### src/rtl/result_packer_pkg.sv
// result_packer_pkg: shared line geometry and the default line record used by the line FIFO.
//   LINE_BYTES / LINE_W : bytes and bits per result line
//   line_t              : {addr, data, strb} record for the default 16-bit byte address
//   byte_bit            : one-hot strobe for a byte index within a line
package result_packer_pkg;
    localparam int LINE_BYTES  = 16;
    localparam int LINE_W      = 128;
    localparam int LINE_ADDR_W = 12;
    typedef struct packed {
        logic [LINE_ADDR_W-1:0] addr;
        logic [LINE_W-1:0]      data;
        logic [LINE_BYTES-1:0]  strb;
    } line_t;
    function automatic logic [LINE_BYTES-1:0] byte_bit(input logic [3:0] b);
        return LINE_BYTES'(1) << b;
    endfunction
endpackage

### src/rtl/result_packer_if.sv
// result_packer_if: valid/ready line-write port toward the result SRAM.
//   valid/addr/data/strb : driven by the packer (master)
//   ready                : driven by the memory side (slave)
interface result_packer_if #(parameter int ADDR_W = 16);
    logic              valid;
    logic              ready;
    logic [ADDR_W-5:0] addr;
    logic [127:0]      data;
    logic [15:0]       strb;
    modport master (output valid, addr, data, strb, input ready);
    modport slave  (input valid, addr, data, strb, output ready);
endinterface

### src/rtl/result_packer_line_fifo.sv
// line_fifo: synchronous FIFO of line records with full/empty flags.
//   clk, rst (sync, active-low), push/din write side, pop/dout read side,
//   full/empty status. dout is the head entry, forced to zero while empty.
//   A push while full is accepted only when a pop happens in the same cycle.
module line_fifo
    import result_packer_pkg::*;
#(
    parameter type T     = line_t,
    parameter int  DEPTH = 4
) (
    input  logic clk,
    input  logic rst,
    input  logic push,
    input  logic pop,
    input  T     din,
    output T     dout,
    output logic full,
    output logic empty
);
    localparam int AW = $clog2(DEPTH);
    T mem [DEPTH];
    logic [AW:0] wr_q, wr_d, rd_q, rd_d;
    logic wr_en, rd_en;
    always_comb begin
        empty = wr_q == rd_q;
        full  = (wr_q[AW] != rd_q[AW]) && (wr_q[AW-1:0] == rd_q[AW-1:0]);
        rd_en = pop && !empty;
        wr_en = push && (!full || rd_en);
        wr_d  = wr_q + (AW+1)'(wr_en);
        rd_d  = rd_q + (AW+1)'(rd_en);
        dout  = empty ? '0 : mem[rd_q[AW-1:0]];
    end
    always_ff @(posedge clk) begin
        if (!rst) begin
            wr_q <= '0;
            rd_q <= '0;
        end else begin
            wr_q <= wr_d;
            rd_q <= rd_d;
        end
    end
    always_ff @(posedge clk) begin
        if (wr_en) mem[wr_q[AW-1:0]] <= din;
    end
endmodule

### src/rtl/result_packer.sv
// result_packer: packs conv_pool byte results into 128-bit strobed lines and queues them to the result SRAM.
//   clk, rst (sync, active-low)
//   in_we/in_addr/in_y : non-stallable byte result stream
//   flush              : pulse, emits the partial line on the next idle cycle
//   out                : valid/ready line-write port (master)
//   busy, overflow (sticky line drop), line_count (accepted beats, wrapping)
module result_packer
    import result_packer_pkg::*;
#(
    parameter int ADDR_W     = 16,
    parameter int FIFO_DEPTH = 4
) (
    input  logic                 clk,
    input  logic                 rst,
    input  logic                 in_we,
    input  logic [ADDR_W-1:0]    in_addr,
    input  logic [7:0]           in_y,
    input  logic                 flush,
    result_packer_if.master      out,
    output logic                 busy,
    output logic                 overflow,
    output logic [15:0]          line_count
);
    typedef struct packed {
        logic [ADDR_W-5:0]     addr;
        logic [LINE_W-1:0]     data;
        logic [LINE_BYTES-1:0] strb;
    } pline_t;
    logic                  line_valid_q, line_valid_d, flush_pending_q, flush_pending_d;
    logic                  overflow_q, overflow_d, push, pop, fresh, full, empty;
    logic [ADDR_W-5:0]     line_addr_q, line_addr_d, a;
    logic [LINE_W-1:0]     data_q, data_d;
    logic [LINE_BYTES-1:0] strb_q, strb_d;
    logic [15:0]           line_count_q, line_count_d;
    logic [3:0]            b;
    pline_t                push_line, head;
    assign a = in_addr[ADDR_W-1:4];
    assign b = in_addr[3:0];
    always_comb begin
        line_valid_d    = line_valid_q;
        line_addr_d     = line_addr_q;
        data_d          = data_q;
        strb_d          = strb_q;
        flush_pending_d = flush_pending_q | flush;
        fresh           = 1'b1;
        push            = 1'b0;
        push_line       = '{line_addr_q, data_q, strb_q};
        if (in_we) begin
            // A write to a different line evicts the current one before starting afresh.
            fresh        = !line_valid_q || a != line_addr_q;
            push         = line_valid_q && a != line_addr_q;
            line_addr_d  = a;
            data_d       = fresh ? '0 : data_q;
            data_d[{b, 3'b000} +: 8] = in_y;
            strb_d       = (fresh ? '0 : strb_q) | byte_bit(b);
            line_valid_d = ~&strb_d;
            // Completion only happens on a merge, so it never collides with an eviction push.
            if (&strb_d) begin
                push      = 1'b1;
                push_line = '{line_addr_d, data_d, strb_d};
            end
        end else if (flush_pending_q) begin
            flush_pending_d = flush;
            push            = line_valid_q;
            line_valid_d    = 1'b0;
        end
        pop          = out.valid & out.ready;
        overflow_d   = overflow_q | (push & full & !pop);
        line_count_d = line_count_q + 16'(pop);
    end
    always_ff @(posedge clk) begin
        if (!rst) begin
            line_valid_q    <= 1'b0;
            line_addr_q     <= '0;
            data_q          <= '0;
            strb_q          <= '0;
            flush_pending_q <= 1'b0;
            overflow_q      <= 1'b0;
            line_count_q    <= '0;
        end else begin
            line_valid_q    <= line_valid_d;
            line_addr_q     <= line_addr_d;
            data_q          <= data_d;
            strb_q          <= strb_d;
            flush_pending_q <= flush_pending_d;
            overflow_q      <= overflow_d;
            line_count_q    <= line_count_d;
        end
    end
    line_fifo #(.T(pline_t), .DEPTH(FIFO_DEPTH)) u_fifo (
        .clk   (clk),
        .rst   (rst),
        .push  (push),
        .pop   (pop),
        .din   (push_line),
        .dout  (head),
        .full  (full),
        .empty (empty)
    );
    assign out.valid  = !empty;
    assign out.addr   = head.addr;
    assign out.data   = head.data;
    assign out.strb   = head.strb;
    assign busy       = line_valid_q | !empty | flush_pending_q;
    assign overflow   = overflow_q;
    assign line_count = line_count_q;
endmodule

### src/flat_wrapper.sv
// flat-port wrapper written by rule: the top's interface ports become plain ports
module result_packer_flat import result_packer_pkg::*;
#(
    parameter int ADDR_W     = 16,
    parameter int FIFO_DEPTH = 4
)
  (clk, rst, in_we, in_addr, in_y, flush, busy, overflow, line_count, out_valid, out_addr, out_data, out_strb, out_ready);
  result_packer_if #(.ADDR_W(ADDR_W)) out_i ();
  input  logic clk;
  input  logic rst;
  input  logic in_we;
  input  logic [ADDR_W-1:0] in_addr;
  input  logic [7:0] in_y;
  input  logic flush;
  output logic busy;
  output logic overflow;
  output logic [15:0] line_count;
  output wire logic [$bits(out_i.valid)-1:0] out_valid;
  output wire logic [$bits(out_i.addr)-1:0] out_addr;
  output wire logic [$bits(out_i.data)-1:0] out_data;
  output wire logic [$bits(out_i.strb)-1:0] out_strb;
  input wire logic [$bits(out_i.ready)-1:0] out_ready;
  assign out_valid = out_i.valid;
  assign out_addr = out_i.addr;
  assign out_data = out_i.data;
  assign out_strb = out_i.strb;
  assign out_i.ready = out_ready;
  result_packer #(.ADDR_W(ADDR_W), .FIFO_DEPTH(FIFO_DEPTH)) u_core (.clk(clk), .rst(rst), .in_we(in_we), .in_addr(in_addr), .in_y(in_y), .flush(flush), .out(out_i), .busy(busy), .overflow(overflow), .line_count(line_count));
endmodule
### config.mk
export PLATFORM = sky130hd
export DESIGN_NAME = result_packer_flat
export DESIGN_NICKNAME = d
export VERILOG_FILES = /design/src/rtl/result_packer_pkg.sv /design/src/rtl/result_packer_if.sv /design/src/rtl/result_packer_line_fifo.sv /design/src/rtl/result_packer.sv /design/src/flat_wrapper.sv
export SDC_FILE = /design/constraint.sdc
export NUM_CORES = 1
export LEC_CHECK = 0
export BUFFER_PORTS_ARGS = -buffer_cell sky130_fd_sc_hd__buf_2
export CORE_UTILIZATION = 35
export DETAILED_ROUTE_END_ITERATION = 10
export PLACE_DENSITY = 0.48
export SLEW_MARGIN = 0
export SYNTH_ARGS = -nofsm -noshare
export SYNTH_HDL_FRONTEND = slang
export SYNTH_HIERARCHICAL = 1
export SYNTH_SLANG_ARGS = --single-unit
### constraint.sdc
create_clock -name clk -period 44.1 [get_ports clk]
set_clock_uncertainty 0.05 [all_clocks]
set_input_delay 4.41 -clock clk [delete_from_list [all_inputs] [get_ports clk]]
set_output_delay 4.41 -clock clk [all_outputs]
set_load 0.01 [all_outputs]
==> run metrics, run 1 <==
GR Util All Layers 18.4%; CTS tree built; layout cell share with drive strength beyond 1 28.0%; Hold Path Stages 2; Worst R2R Setup Slack 39360 ps; CTS Buf Count 84; maximum VDD drop 0.0259 mV; Vias/cell 5.26; Synth Instances 1929; Post-CTS Setup Bufs 0; syn nets 1970; gr ovfl total 0; setup repair after global routing missed its margin no; Worst Hold Class register to register; number of synthesized flops with an enable pin 624; WP buf/inv 3; initial antenna violation count 4; CP cell instances xor2_1 > nor3b_4 > buf_4 > buf_4 > nor2b_1 > buf_2; CP endpoint kind output port; fin crit period 8420 ps; worst setup path category register to output port; Most common cell on crit path buf_4; clk sinks 805; post-synthesis instance area 32500 um^2; area grow syn2layout 15.7%; count of cell types in the netlist 65; slowest stage delay, CP 890 ps; clk slew on worst S/H paths 60 ps; top post-synthesis cells by area edfxtp_1 (58%), dfxtp_1 (11%), mux4_2 (11%); status complete, no violations; CTS Hold Bufs 0; Max Cap Violations 0; final setup vio count 0; Pleak 12.7 nW; vias in the first global route 18400; Top FF cell, synth edfxtp_1; metal2 WL 41900 um; reg2reg path depth 9; # IOs 204; final period utilization 19.1%; largest net degree at the start of global routing 82; core area 91800 um^2; Critical Path RT 39640 ps; Routed Antenna Nets 0; starting density of the core 35.4%; Syn Area/Cell 16.9 um^2; Peak Freq 119 MHz; Critical Path Source Type register; fin area 37600 um^2; Max Slew Vio Count 0; number of core rows 111; top sig layer met5; Die Height 307 um; Yosys top cell area share 57.6%; area leader, netlist edfxtp_1; H-tree levels 3; final setup margin 35680 ps; overall die width 307 um; Clk Latency, worst-skew pair 660 ps; met3 routed WL 5220 um; Synth Warn # 6; headroom to the max-slew limit 7.79%; Placed Area 34700 um^2; routed via count 18000; PD cells 43.7 nW/um^2; clock root buffer clkbuf_16; Final Hold Viols 0; first-pass GRT wire length 126000 um; WL/cell 25.2 um; IO buf count 203; Worst path depth 6; Final nets 2159; clock buffer depth 3; Arrival @ worst endpoint 3960 ps; Iter 0 DRT Violations 1495; asr flop ratio synth 0%; Post-Route M1 WL 36900 um; DIE AREA 94200 um^2; DR pass1 iterations 5; FF+latch count, synth 805; crit-path max FO 71; register area share after synthesis 68.7%; DRC Markers 0; Critical Path Slowest Stage Cell dfxtp_4; dpl hpwl 56300 um; worst slew pin tran 1370 ps; Largest delay share family, worst path buffers and inverters; DRT Wirelength 86600 um; GPL Wtd Cong 0.855; TNS Setup 0 ps; # resized after CTS 0; DP Worst Slack 35050 ps
## placed cells by master (no fill, tap or decap), drive strengths merged, types with 23 or more instances in the layout
cell,instances
o22ai,32
dfxtp,181
nand2,100
mux2,64
clkinv,23
and2,38
clkbuf,106
o21ai,46
buf,232
nor2b,194
o2bb2ai,32
mux4,156
edfxtp,624
a22o,64
a32o,34
## synthesized netlist by cell type (3+ instances only)
cell type / instances
a32o_1: 34
nor3_1: 8
a22o_1: 64
nor2_1: 19
nand2b_1: 18
o21ai_0: 42
buf_6: 4
xnor2_1: 11
buf_1: 9
clkbuf_1: 61
mux2_2: 40
or2_2: 9
nand2_1: 96
and2_1: 38
o21ai_1: 4
mux2i_1: 13
nor2b_1: 194
and4_1: 3
mux2_4: 24
edfxtp_1: 624
nand3_1: 16
mux4_2: 156
and3_1: 14
buf_2: 38
nor4_1: 7
dfxtp_1: 181
a32oi_1: 17
buf_4: 17
nand4_1: 13
o2bb2ai_1: 32
ha_1: 12
xor2_1: 20
nor3b_1: 5
o22ai_1: 32
a21boi_1: 5
nand2_2: 3
inv_1: 10
## layout make-up
cell class,instances,area (um^2)
flip-flops and latches,805,22400
well taps,1243,1560
multi-input cells,985,9540
inverters,10,37.5
fillers,8329,54200
diodes,2,5.00
repair buffers,232,1250
clock inverters,48,657
clock buffers,106,2220
## flip-flops by register name, summed over array words and instances (netlist names)
register	count
u_core/line_addr_q	12
u_core/u_fifo/rd_q	3
u_core/flush_pending_q	1
u_core/u_fifo/mem	624
u_core/line_count	16
u_core/strb_q	16
u_core/u_fifo/wr_q	3
u_core/overflow	1
u_core/data_q	128
u_core/line_valid_q	1
## logic make-up after synthesis
family	count (synthesis)	synth area share [%]
compound gates	247	5.95
xor+xnor	31	0.835
fa+ha+maj	12	0.462
buf+inv	139	2.04
flops	805	68.7
mux	233	13.7
simple gates	462	8.27
## layer usage
| metal | vias to the layer above | GRT usage (%) |
|---|---|---|
| li1 | 7960 | - |
| met1 | 9379 | 24.2 |
| met2 | 556 | 30.1 |
| met3 | 133 | 3.70 |
| met4 | 4 | 6.60 |
| met5 | - | 0 |
## final timing paths
check | from | end
max | u_core/u_fifo/rd_q[0]$_SDFF_PN0_ | out_strb[2]
min | u_core/data_q[32]$_SDFFE_PN0P_ | u_core/data_q[32]$_SDFFE_PN0P_
max reg2reg | u_core/u_fifo/rd_q[0]$_SDFF_PN0_ | u_core/u_fifo/mem[3][138]$_DFFE_PP_
min reg2reg | u_core/data_q[32]$_SDFFE_PN0P_ | u_core/data_q[32]$_SDFFE_PN0P_
## worst reg2reg max path, delay by kind of cell, from the launching register on
kind                      cells  cell delay (ps)
AOI/OAI and AO/OA             1              160
xor gates and xnor gates      1              400
buffers and inverters         4             1800
and+or+nand+nor               3             1030
DFF                           1              890
## stage by stage
step	power, W	hold slack (ps)	util (%)	cells
after floorplan	0.000893	383	-	1929
after global placement	0.000923	394	37.9	3275
after detailed placement	0.000923	398	37.9	3275
after CTS	0.00167	406	41.0	3429
after global routing	0.00170	420	41.0	3429
final	0.00165	405	41.0	3431
## power breakdown
group	internal [W]	leakage, nW	switching (W)
Combinational	0.0000262	4.21	0.0000543
Clock	0.000443	1.40	0.000299
Sequential	0.000820	7.06	0.00000465
Total	0.00129	12.7	0.000358
No activity file was read; power rests on OpenSTA's default activity.
==> run 2, diff against run 1 <==
--- a/config.mk
+++ b/config.mk
@@ -8,7 +8,7 @@
 export BUFFER_PORTS_ARGS = -buffer_cell sky130_fd_sc_hd__buf_2
 export CORE_UTILIZATION = 35
 export DETAILED_ROUTE_END_ITERATION = 10
-export PLACE_DENSITY = 0.48
+export PLACE_DENSITY = 0.5
 export SLEW_MARGIN = 0
 export SYNTH_ARGS = -nofsm -noshare
 export SYNTH_HDL_FRONTEND = slang
==> constraint.sdc (replaced) <==
create_clock -name clk -period 6.8 [get_ports clk]
set_clock_uncertainty 0.05 [all_clocks]
set_input_delay 0.68 -clock clk [delete_from_list [all_inputs] [get_ports clk]]
set_output_delay 0.68 -clock clk [all_outputs]
set_load 0.01 [all_outputs]
==> run metrics, run 2 (synthesized netlist as in run 1, its figures left out) <==
status complete, no violations; Die Height 307 um; Clk pwr share 44.7%; Layout fillers 8293; Hold Path Stages 3; combinational share of power 5.1%; dpl hpwl 54700 um; CTS Buf Count 86; IO buf count 203; overall die width 307 um; GR Util All Layers 18.2%; final setup margin 2500 ps; WL/cell 25.1 um; switching power 0.00232 W; CTS Hold Bufs 0; crit-path max FO 18; routed via count 18000; sequential power share 50.2%; Iter 0 DRT Violations 1388; vias in the first global route 18200; final period utilization 63.3%; commonest non-fill, non-tap cells in the layout edfxtp_1 (624), buf_2 (202), nor2b_1 (194); most common cell after layout, fill and taps aside edfxtp_1; Worst Hold Class input port to register; n_diodes 0; Final Hold Viols 0; H-tree levels 3; GPL Wtd Cong 0.846; setup repair after global routing missed its margin no; top sig layer met4; # IOs 204; TNS Setup 0 ps; area grow syn2layout 16.3%; gr ovfl total 0; Vias/cell 5.25; Clk Latency, worst-skew pair 650 ps; CP endpoint kind register; met3 routed WL 4190 um; worst setup path category register to register; Max Slew Vio Count 0; headroom to the max-slew limit 15.3%; post-route core utilization 41.2%; Pleak 12.7 nW; Arrival @ worst endpoint 4570 ps; final setup vio count 0; worst slew pin tran 1260 ps; internal power 0.00833 W; PD cells 282 nW/um^2; clk slew on worst S/H paths 60 ps; Routed Antenna Nets 0; DR pass1 iterations 6; core area 91800 um^2; reg2reg path depth 8; DRT Wirelength 85900 um; clock root buffer clkbuf_16; DIE AREA 94200 um^2; maximum VDD drop 0.200 mV; Post-Route M1 WL 38100 um; largest net degree at the start of global routing 159; metal2 WL 41600 um; max reg flops 624; initial antenna violation count 1; Peak Freq 232 MHz; Critical Path RT 7060 ps; Critical Path Source Type register; Max Cap Violations 0; Post-CTS Setup Bufs 0; layout cell share with drive strength beyond 1 28.3%; Net Sw Frac 21.8%; fin crit period 4300 ps; CTS tree built; # resized after CTS 0; clk sinks 805; DRC Markers 0; first-pass GRT wire length 125000 um; clock buffer depth 3; number of core rows 111; starting density of the core 35.4%; Final nets 2154; DP Worst Slack 1780 ps
==> run 2: cell types whose count changed in the layout (fill, tap and decap cells not counted), sizes merged <==
cell      change
bufinv        -7
diode         -2
clkbuf        +9
inv           -1
buf           -7
clkinv        +5
clkinvlp      -1
==> run 2: cell type report <==
class	count	area (um^2)	area share, %
multi-input cells	985	9620	25.4
inverters	10	37.5	0.0992
clock buffers	115	2470	6.52
clock inverters	44	453	1.20
well taps	1243	1560	4.11
repair buffers	225	1320	3.49
flip-flops and latches	805	22400	59.1
==> run 2: path summary, 6_finish.rpt <==
check	startpoint	endpoint	slack, ps
worst max-delay path	u_core/line_addr_q[3]$_SDFFE_PN0P_	u_core/u_fifo/mem[0][97]$_DFFE_PP_	2500
worst min-delay path	flush	u_core/flush_pending_q$_SDFF_PN0_	210
worst max register to register	u_core/line_addr_q[3]$_SDFFE_PN0P_	u_core/u_fifo/mem[0][97]$_DFFE_PP_	2500
worst min register to register	u_core/data_q[50]$_SDFFE_PN0P_	u_core/data_q[50]$_SDFFE_PN0P_	410
==> run 2: worst max-delay path, cell delays in order, from the launching register on <==
cell and delay, ps:
dfxtp_1 360, xor2_1 200, nor4_1 430, and4_1 740, nand3_2 490, nand2_2 210
o41ai_4 170, nor3_4 860, buf_4 420
==> run 2: stage by stage <==
stage | cells | power, W | instance area, um^2 | hold WS [ps]
5_1_grt | 3427 | 0.0110 | 37800 | 227
4_1_cts | 3427 | 0.0108 | 37800 | 178
3_5_place_dp | 3268 | 0.00600 | 34900 | 399
2_1_floorplan | 1929 | 0.00578 | 32600 | 383
3_3_place_gp | 3268 | 0.00600 | 34900 | 395
6_report | 3427 | 0.0107 | 37800 | 212
==> run 2: power by group through the flow <==
stage	Sequential [W]	Clock, W	Combinational, W
2_1_floorplan	0.00545	0	0.000330
3_3_place_gp	0.00545	0	0.000549
3_5_place_dp	0.00545	0	0.000551
4_1_cts	0.00535	0.00488	0.000553
5_1_grt	0.00535	0.00506	0.000580
6_report	0.00535	0.00477	0.000539
==> run 2: layer usage <==
layer | GRT usage, % | vias to the layer above
li1 | - | 7953
met1 | 24.8 | 9404
met2 | 29.8 | 499
met3 | 2.92 | 126
met4 | 5.40 | 0
met5 | 0 | -
